--- src/rtl/dual_grant_seq.sv ---
// dual_grant_seq: issues up to two one-hot grants in sequence from a pair of
// priority codes (code k = request bit k-1, 0 = none). Each grant is held
// until ack or until TIMEOUT grant cycles elapse without ack.
//
// Ports:
//   clk      rising-edge clock
//   reset_n  synchronous active-low reset
//   start    capture first/second and begin a sequence (idle only)
//   first    highest-priority code, 0 = none
//   second   second-priority code, 0 = none
//   ack      granted requester done (sampled only while a grant is high)
//   grant    one-hot grant, bit (code-1)
//   grant_id code currently granted, 0 when no grant
//   busy     sequence in progress
//   timeout  one-cycle pulse: a grant ended without ack
//   done     one-cycle pulse: sequence complete
module dual_grant_seq #(
  parameter int unsigned N       = 12,
  parameter int unsigned TIMEOUT = 15,
  parameter int unsigned CW      = 4
) (
  input  logic         clk,
  input  logic         reset_n,
  input  logic         start,
  input  logic [3:0]   first,
  input  logic [3:0]   second,
  input  logic         ack,
  output logic [N-1:0] grant,
  output logic [3:0]   grant_id,
  output logic         busy,
  output logic         timeout,
  output logic         done
);

  localparam int unsigned CODEW = 4;
  localparam logic [CODEW-1:0] NCODE = CODEW'(N);
  localparam logic [CW-1:0]    TLAST = CW'(TIMEOUT - 1);

  typedef enum logic [2:0] {
    S_IDLE,
    S_G1,
    S_GAP,
    S_G2,
    S_DONE
  } state_t;

  state_t           state;
  logic [CW-1:0]    cnt;
  logic [CODEW-1:0] fst_q;
  logic [CODEW-1:0] sec_q;

  logic [CODEW-1:0] first_s_c;
  logic [CODEW-1:0] second_s_c;
  logic             grant_end_c;

  // Out-of-range codes map to "none"
  function automatic logic [CODEW-1:0] sanitize(input logic [CODEW-1:0] c);
    return (c > NCODE) ? '0 : c;
  endfunction

  function automatic logic [N-1:0] onehot(input logic [CODEW-1:0] c);
    logic [N-1:0] v;
    v = '0;
    if (c != '0 && c <= NCODE) v = N'(1) << (c - CODEW'(1));
    return v;
  endfunction

  // Sanitised capture values; a duplicate second code collapses to none
  always_comb begin
    first_s_c  = sanitize(first);
    second_s_c = sanitize(second);
    if (second_s_c == first_s_c) second_s_c = '0;
  end

  // Grant ends on ack or on the last allowed grant cycle
  assign grant_end_c = ack || (cnt == TLAST);

  // Sequencer: state, counter, captured codes and all outputs registered
  always_ff @(posedge clk) begin
    if (!reset_n) begin
      state    <= S_IDLE;
      cnt      <= '0;
      fst_q    <= '0;
      sec_q    <= '0;
      grant    <= '0;
      grant_id <= '0;
      busy     <= 1'b0;
      timeout  <= 1'b0;
      done     <= 1'b0;
    end else begin
      timeout <= 1'b0;
      done    <= 1'b0;
      case (state)
        S_IDLE: begin
          if (start) begin
            fst_q <= first_s_c;
            sec_q <= second_s_c;
            cnt   <= '0;
            busy  <= 1'b1;
            if (first_s_c != '0) begin
              state    <= S_G1;
              grant    <= onehot(first_s_c);
              grant_id <= first_s_c;
            end else begin
              state <= S_DONE;
              done  <= 1'b1;
            end
          end
        end
        S_G1, S_G2: begin
          if (grant_end_c) begin
            grant    <= '0;
            grant_id <= '0;
            cnt      <= '0;
            // ack wins over a simultaneous timeout
            timeout  <= !ack;
            if (state == S_G1 && sec_q != '0) begin
              state <= S_GAP;
            end else begin
              state <= S_DONE;
              done  <= 1'b1;
            end
          end else begin
            cnt <= cnt + CW'(1);
          end
        end
        S_GAP: begin
          cnt      <= '0;
          state    <= S_G2;
          grant    <= onehot(sec_q);
          grant_id <= sec_q;
        end
        S_DONE: begin
          state <= S_IDLE;
          busy  <= 1'b0;
        end
        default: begin
          state    <= S_IDLE;
          cnt      <= '0;
          grant    <= '0;
          grant_id <= '0;
          busy     <= 1'b0;
        end
      endcase
    end
  end

endmodule

--- config.mk ---
export PLATFORM = sky130hd
export DESIGN_NAME = dual_grant_seq
export DESIGN_NICKNAME = d
export VERILOG_FILES = /design/src/rtl/dual_grant_seq.sv
export SDC_FILE = /design/constraint.sdc
export NUM_CORES = 1
export LEC_CHECK = 0
export BUFFER_PORTS_ARGS = -buffer_cell sky130_fd_sc_hd__buf_2
export CAP_MARGIN = 20
export CELL_PAD_IN_SITES_DETAIL_PLACEMENT = 2
export CELL_PAD_IN_SITES_GLOBAL_PLACEMENT = 2
export CORE_MARGIN = 2
export CORE_UTILIZATION = 35
export CTS_CLUSTER_DIAMETER = 150
export DETAILED_ROUTE_END_ITERATION = 6
export GPL_TIMING_DRIVEN = 0
export HOLD_SLACK_MARGIN = 0.15
export MAX_ROUTING_LAYER = met4
export PLACE_DENSITY_LB_ADDON = 0.1
export SKIP_LAST_GASP = 1
export SYNTH_ARGS = -nofsm -noshare
export SYNTH_HDL_FRONTEND = slang
export SYNTH_SLANG_ARGS = --single-unit
--- constraint.sdc ---
create_clock -name clk -period 3.2 [get_ports clk]
set_input_delay 0.48 -clock clk [delete_from_list [all_inputs] [get_ports clk]]
set_output_delay 0.48 -clock clk [all_outputs]
set_load 0.02 [all_outputs]
==> metrics, run 1 <==
RSZ-0062 raised after global routing=no; DR WL/cell=17.9 um; Setup crit end kind=flip-flop; Hold WS=approximately 0.45 ns; Clock power frac=0.418; clk buf depth=2; Synth Net Count=240; Max Slew Vio Count=0; Layout area overhead=21.0%; top cell type by total area after synthesis=dfxtp_1; maximum vdd drop=0.218 mV; CTS tree=done; Final ANT Viol Nets=0; # fillers=594; antenna cell count=0; IO Count=31; FF/Latch Area=601 sq um; initial antenna violation count=0; Total Wirelength=5940 um; nets=roughly 280; first-pass GRT wire length=a little over 10000 um; switching share of total power=0.293; H-tree level count=2; DRC=0; DP Wirelength=4300 um; CP Launch Type=flip-flop; Cells after Synth=~220; asr flop ratio synth=0; HP Class=input pin to flip-flop; Yosys cell types=57; sequential power share=0.352; CP arrival=2.53 ns; post-cts sizing count=0; multi-input logic area=approximately 1100 sq um; kind of critical path=flip-flop to flip-flop; Power Dens Cells=535 nW/um^2; fmax=0.432 GHz; EDFF count, synth=0; gpl congestion=0.870; Starting DRT DRC Count=84; clk sinks=30; DIE HEIGHT=76.0 um; Die W=76.0 um; clk slew on worst S/H paths=0.07 ns; Fin. Hold Viols=0; Final Cycle Share=0.723; die footprint=5770 sq um; Synth top area share=0.331; outcome=complete, no violations; worst slew pin tran=0.593 ns; most instantiated cells after synthesis=nand2_1 (32), dfxtp_1 (30), nor2_1 (16), o21ai_0 (11), nor3_1 (9); Final Util=0.435; Core Rows=26; worst skew pair latency=0.29 ns; layout cells sized above 1=0.202; cell with the most instances after synthesis=nand2_1; Clock Skew=0.00283 ns; cts hold-fix bufs=0; largest net degree at the start of global routing=11; post-CTS setup buffer count=0; crit path max fanout=10; Max Cap Violations=0; DR vias/cell=5.47; register area share after synthesis=0.331; P_sw=0.344 mW; setup total negative slack=0 ns; top cells by area, synth=dfxtp_1 (33%), nand2_1 (6.6%), nor2_1 (3.3%); Pint=0.830 mW; Root Buffer=clkbuf_8; GRT Util Overall=0.225; dominant register cell in the synthesized netlist=dfxtp_1; Pleak=0.900 nW; Initial DRT Pass Iterations=4; PortBufs=30; area of the core=5040 sq um; Critical Path RT=~3.4 ns; fin crit period=2.31 ns; combinational share of power=0.230; CTS Buf Count=5; syn_area_per_cell=~8.1 sq um; vias=1816; vias in the first global route=approximately 1900; synthesized cell area=1810 sq um; Slew HR=0.604; Synth Register Bits=30; grt ovf=0; yosys warns=0; endpoints failing setup=0; Starting Density=0.360
[layer usage]
metal	routed length [um]	global-route usage	vias up
met3	177	0.0391	8
met5	0	-	-
met1	2780	0.276	886
li1	-	-	885
met2	2910	0.382	37
met4	72	0.0673	0
[per-stage QoR]
| stage | power (mW) | area [sq um] | worst slack, ns | instances |
|---|---|---|---|---|
| after global placement | 0.683 | 2050 | 0.802 | 324 |
| final | 1.17 | 2190 | 0.887 | 332 |
| after CTS | 1.19 | 2190 | 0.873 | 332 |
| after detailed placement | 0.691 | 2050 | 0.807 | 324 |
| after floorplan | 0.605 | 1810 | 1.25 | 224 |
| after global routing | 1.23 | 2190 | 0.729 | 332 |
[registers in the layout, indices dropped and copies added, names as in the netlist]
name and count:
sec_q 4, cnt 4, busy 1, state 3, grant_id 4, grant 12, timeout 1, done 1
[logic make-up after synthesis]
family	Yosys count	share of synthesized area
simple gates	102	0.297
mux	3	0.0166
compound gates	59	0.244
xor+xnor	6	0.0290
flops	30	0.331
buf+inv	20	0.0552
fa+ha+maj	4	0.0276
[layout make-up]
class | count | share of cell area
plain buffers | 13 | 0.0337
clock buffers | 6 | 0.0376
well taps | 70 | 0.0399
clock inverters | 2 | 0.0274
flip-flops and latches | 30 | 0.274
multi-input cells | 174 | 0.507
inverters | 7 | 0.0120
repair buffers | 30 | 0.0685
[worst max-delay path, cell delays in order, from the launching register on]
cell and delay, ns:
dfxtp_1 0.31, buf_2 0.22, nor2_1 0.12, ha_1 0.44, nand2_1 0.08, or4b_1 0.56
o32ai_1 0.27, a22oi_1 0.11, nor2b_1 0.13
[final timing paths]
| kind | to | slack, ns | cells past startpoint | startpoint |
|---|---|---|---|---|
| max | grant[9]$_SDFFE_PN0P_ | 0.89 | 8 | sec_q[1]$_SDFFE_PN0P_ |
| min | busy$_SDFFE_PN0P_ | 0.45 | 3 | start |
| max reg2reg | grant[9]$_SDFFE_PN0P_ | 0.89 | 8 | sec_q[1]$_SDFFE_PN0P_ |
| min reg2reg | grant[11]$_SDFFE_PN0P_ | 0.46 | 2 | grant[11]$_SDFFE_PN0P_ |
[power groups by stage]
stage,logic (mW),registers [mW],clock network [mW]
floorplan,0.166,0.438,0
global placement,0.263,0.420,0
detailed placement,0.269,0.422,0
CTS,0.273,0.414,0.500
global route,0.300,0.417,0.516
finish,0.270,0.414,0.491
[cell usage in the layout (no fill, tap or decap), drive strengths merged, types with 3 or more instances in the layout]
| master | n |
|---|---|
| nand2 | 32 |
| o211a | 4 |
| buf | 36 |
| o21a | 3 |
| nand2b | 7 |
| mux2i | 3 |
| nor3b | 5 |
| nor2b | 6 |
| nor2 | 17 |
| dfxtp | 30 |
| a21boi | 7 |
| o32ai | 5 |
| nor3 | 9 |
| ha | 4 |
| or3 | 3 |
| inv | 7 |
| clkbuf | 13 |
| nand3 | 4 |
| xnor2 | 3 |
| a21oi | 7 |
| o21ai | 13 |
| xor2 | 3 |
| nand4 | 4 |
No activity file was read; power rests on OpenSTA's default activity.
==> run 2, diff against run 1 <==
- CORE_UTILIZATION: 35 -> 32
- clock period: 3.2 -> 2.25 ns (I/O delays scaled with it)
==> run 2 against run 1 <==
Compared with the run above: wire length decreased by 1.6%; worst hold slack got worse by 0.14 ns; sequential cell count is the same; critical path type unchanged; global-route usage is 2.5 points lower; utilization fell by 4.0 points; setup slack worse by 0.75 ns; clock power decreased by 8.1%; total power increased by 22%; highest routed layer unchanged.
==> metrics, run 2 (same netlist as run 1, synthesis figures left out) <==
max FFs per register=12; Clock Skew=0.00632 ns; Slew HR=0.638; multi-input logic area=about 1100 sq um; Layout area overhead=19.3%; vias in the first global route=1771; Critical Path Start=sec_q[2]$_SDFFE_PN0P_; min-delay src=start; Setup crit end kind=flip-flop; CP peak stage delay=0.57 ns; clk slew on worst S/H paths=0.07 ns; Starting DRT DRC Count=46; FF/Latch Area=603 sq um; crit path max fanout=7; Root Buffer=clkbuf_8; DIE HEIGHT=between 70 and 80 um; layout cells sized above 1=0.215; die footprint=6280 sq um; Top Family by Delay on Critical Path=simple AND/OR/NAND/NOR gates; placed inst area=2050 sq um; area of the core=around 5500 sq um; clk sinks=30; vias=around 1800; fin crit period=approximately 2.1 ns; CP arrival=2.33 ns; Starting Density=0.331; initial antenna violation count=0; worst r2r src=sec_q[2]$_SDFFE_PN0P_; H-tree level count=2; antenna cell count=0; first-pass GRT wire length=~9500 um; final instance area=2160 sq um; DR vias/cell=~5.5; Max Slew Vio Count=0; # fillers=653; most common cell after layout, fill and taps aside=nand2_1; worst-path cell chain=inv_1, ha_4, nand2_1, or4b_1, o32ai_2, a22oi_1, nor2b_1; commonest cells after routing, fill and taps aside=nand2_1 (32), buf_2 (31), dfxtp_1 (28); cts hold-fix bufs=0; Core Rows=27; Fin. Hold Viols=0; CP Launch Type=flip-flop; Pleak=0.876 nW; pre-CTS WS=-0.0679 ns; outcome=complete, no violations; gpl congestion=just under 0.9; fmax=0.474 GHz; DR WL/cell=17.6 um; CP bufs+invs=1; clk buf depth=2; Initial DRT Pass Iterations=4; grt ovf=0; maximum vdd drop=0.304 mV; Total Wirelength=5840 um; RSZ-0062 raised after global routing=no; most flop-heavy register=grant; CTS tree=done; worst skew pair latency=0.29 ns; critical path's slowest cell=or4b_1; PortBufs=30; post-CTS setup buffer count=0; Critical Path RT=2.47 ns; Power Dens Cells=661 nW/um^2; kind of critical path=flip-flop to flip-flop; final worst-path setup slack=0.141 ns; Final Cycle Share=0.937; GRT Util Overall=0.201; nets=between 200 and 300; CTS Buf Count=5; IO Count=31; largest net degree at the start of global routing=11; HP Class=input pin to flip-flop; DRC=0; worst slew pin tran=0.543 ns; DP Wirelength=roughly 4300 um; Die W=79.3 um; endpoints failing setup=0; Max Cap Violations=0; Final ANT Viol Nets=0
==> run 2: repair_timing <==
action	4_1_cts	5_1_grt
setup endpoints to repair	2	2
gates cloned	0	0
hold endpoints to repair	0	0
gates resized for setup	5	2
==> run 2: layer usage <==
metal | routed length (um) | GRT usage
met5 | 0 | -
met4 | 44 | 0.0362
met3 | 167 | 0.0443
met2 | 2920 | 0.336
met1 | 2720 | 0.252
==> run 2: area by class of cell <==
cell class / instances / share of cell area
tap: 72 / 0.0416
inverter: 7 / 0.0121
clock buffer: 6 / 0.0382
sequential: 30 / 0.279
multi-input combinational: 174 / 0.525
timing repair buffer: 30 / 0.0694
buffer: 13 / 0.0353
==> run 2: worst paths after layout <==
path                             to  slack (ns)  cells past startpoint
max           grant[9]$_SDFFE_PN0P_        0.14                      7
min               busy$_SDFFE_PN0P_        0.31                      3
max reg2reg   grant[9]$_SDFFE_PN0P_        0.14                      7
min reg2reg  grant[11]$_SDFFE_PN0P_        0.45                      2
==> run 2: metrics by stage <==
step                std cells   util  setup TNS, ns  hold WS, ns  power [mW]
global route              332  0.395              0        0.331        1.51
CTS                       332  0.393              0        0.320        1.44
floorplan                 224      -              0        0.472       0.860
global placement          326  0.375        -0.0626        0.438       0.973
finish                    332  0.395              0        0.313        1.43
detailed placement        326  0.375        -0.0679        0.446       0.979
==> run 2: tightest hold or removal path: cells and delay by family <==
| family | cells | cell delay, ns |
|---|---|---|
| simple gates | 1 | 0.07 |
| buf+inv | 1 | 0.10 |
| compound gates | 1 | 0.06 |
==> run 2: power by group <==
part | total (mW) | switching (mW) | internal [mW]
clock network | 0.451 | 0.215 | 0.236
registers | 0.589 | 0.0231 | 0.566
logic | 0.389 | 0.240 | 0.148
total | 1.43 | 0.479 | 0.951
==> run 3, diff against run 2 <==
- CORE_UTILIZATION: 32 -> 29
- SKIP_CTS_REPAIR_TIMING: unset -> 1
- clock period: 2.25 -> 1.7 ns (I/O delays scaled with it)
==> run 3 against run 2 <==
Compared with the run above: the flow now finishes with violations (setup timing); largest power group unchanged; total power up 55%; non-clock buffer count up 17; clock-buffer cell count unchanged; clock skew down 0.0021 ns; critical path depth up 1; register-to-register slack worse by 0.38 ns.
==> metrics, run 3 (same netlist as run 1, synthesis figures left out) <==
vias=1922; GRT Util Overall=0.187; gpl congestion=between 0.8 and 0.9; metal3 WL=slightly above 200 um; worst r2r src=sec_q[1]$_SDFFE_PN0P_; M1 WL=between 3000 and 4000 um; RSZ-0062 raised after global routing=yes; dpl cells=329; vias in the first global route=1910; top layer reached by signal wires=met4; Max Slew Vio Count=0; clk slew on worst S/H paths=0.07 ns; maximum vdd drop=approximately 0.47 mV; kind of critical path=flip-flop to flip-flop; CTS tree=done; RR Endpoint=grant[9]$_SDFFE_PN0P_; CP peak stage delay=~0.55 ns; DR vias/cell=5.44; fin crit period=between 1.5 and 2 ns; R2R depth=8; DR WL/cell=approximately 20 um; area of the core=5990 sq um; Max Cap Violations=0; Total Power=roughly 2.2 mW; Setup crit end kind=flip-flop; Starting Density=0.303; Initial DRT Pass Iterations=4; largest net degree at the start of global routing=11; PortBufs=30; die footprint=6900 sq um; clk sinks=30; Final Util=0.414; DIE HEIGHT=83.1 um; DP Wirelength=approximately 4500 um; worst skew pair latency=0.29 ns; Power Dens Cells=896 nW/um^2; CP bufs+invs=1; CP Launch Type=flip-flop; grt ovf=0; pre-CTS WS=-0.499 ns; Core Rows=28; outcome=complete, but fails checks; Die W=83.1 um; CP arrival=2.16 ns; antenna cell count=0; H-tree level count=2; # fillers=686; fmax=0.517 GHz; Pleak=1.03 nW; most flop-heavy register=grant; Slew HR=0.606; setup total negative slack=-0.338 ns; clk buf depth=2; commonest cells after routing, fill and taps aside=buf_2 (32), nand2_1 (31), dfxtp_1 (25); most common cell after layout, fill and taps aside=buf_2; Final ANT Viol Nets=0; HP Class=input pin to flip-flop; failing checks=setup timing; Worst Hold End=busy$_SDFFE_PN0P_; Starting DRT DRC Count=84; critical path's slowest cell=or4b_4; Root Buffer=clkbuf_8; max FFs per register=12; crit path max fanout=3; cell depth of the worst setup path=8; CTS Buf Count=5; Final Cycle Share=1.14; Total Wirelength=6950 um; Top Family by Delay on Critical Path=simple AND/OR/NAND/NOR gates; DRC=0; layout cells sized above 1=0.342; Fin. Hold Viols=0; min-delay src=start; worst-path cell chain=buf_8, nor2_4, ha_4, nand2_2, or4b_4, o32ai_4, a22oi_1, nor2b_1; Finished Layout Cells=353; IO Count=31; endpoints failing setup=3; final worst-path setup slack=-0.235 ns; Critical Path RT=1.93 ns; Worst Hold Depth=3; worst slew pin tran=between 0.5 and 0.6 ns; met2 wire length=3570 um; first-pass GRT wire length=roughly 10000 um; nets=294; r2r setup slk=-0.24 ns; initial antenna violation count=0; Layout area overhead=36.6%; Clock Skew=0.00419 ns
[run 3: area by class of cell]
| cell class | count | area, sq um | area share |
|---|---|---|---|
| Timing Repair Buffer | 49 | 298 | 0.120 |
| Clock inverter | 1 | 30.0 | 0.0121 |
| Multi-Input combinational cell | 174 | 1250 | 0.504 |
| Sequential cell | 30 | 617 | 0.249 |
| Buffer | 11 | 81.3 | 0.0328 |
| Clock buffer | 6 | 82.6 | 0.0333 |
| Inverter | 7 | 26.3 | 0.0106 |
| Tap cell | 75 | 93.8 | 0.0379 |
[run 3: worst max path at each step]
| stage | startpoint | end | slack, ns |
|---|---|---|---|
| finish | sec_q[1]$_SDFFE_PN0P_ | grant[9]$_SDFFE_PN0P_ | -0.24 |
| global route | state[1]$_SDFFE_PN0P_ | grant[9]$_SDFFE_PN0P_ | -0.27 |
| CTS | state[2]$_SDFFE_PN0P_ | grant[5]$_SDFFE_PN0P_ | -0.41 |
| detailed placement | first[0] | grant[5]$_SDFFE_PN0P_ | -0.50 |
| global placement | first[0] | grant[5]$_SDFFE_PN0P_ | -0.49 |
| floorplan | sec_q[1]$_SDFFE_PN0P_ | grant[9]$_SDFFE_PN0P_ | -0.12 |
[run 3: metrics by stage]
step	cell area (sq um)	hold slack, ns
4_1_cts	2210	0.242
3_5_place_dp	2100	0.448
6_report	2480	0.280
2_1_floorplan	1860	0.396
3_3_place_gp	2100	0.438
5_1_grt	2480	0.318
[run 3: per-layer routing]
layer | vias up | track usage
li1 | 918 | -
met1 | 948 | 0.240
met2 | 41 | 0.309
met3 | 15 | 0.0318
met4 | 0 | 0.0447
met5 | - | -
[run 3: where the power goes]
part	switching, mW	internal, mW
Clock	0.300	0.469
Sequential	0.0348	0.748
Combinational	0.377	0.290
Total	0.711	1.51
[run 3: worst register-to-register path, stage by stage, from the launching register on]
cell and delay (ns):
dfxtp_2 0.33, buf_8 0.10, nor2_4 0.04, ha_4 0.28
nand2_2 0.05, or4b_4 0.55, o32ai_4 0.29, a22oi_1 0.11
nor2b_1 0.12
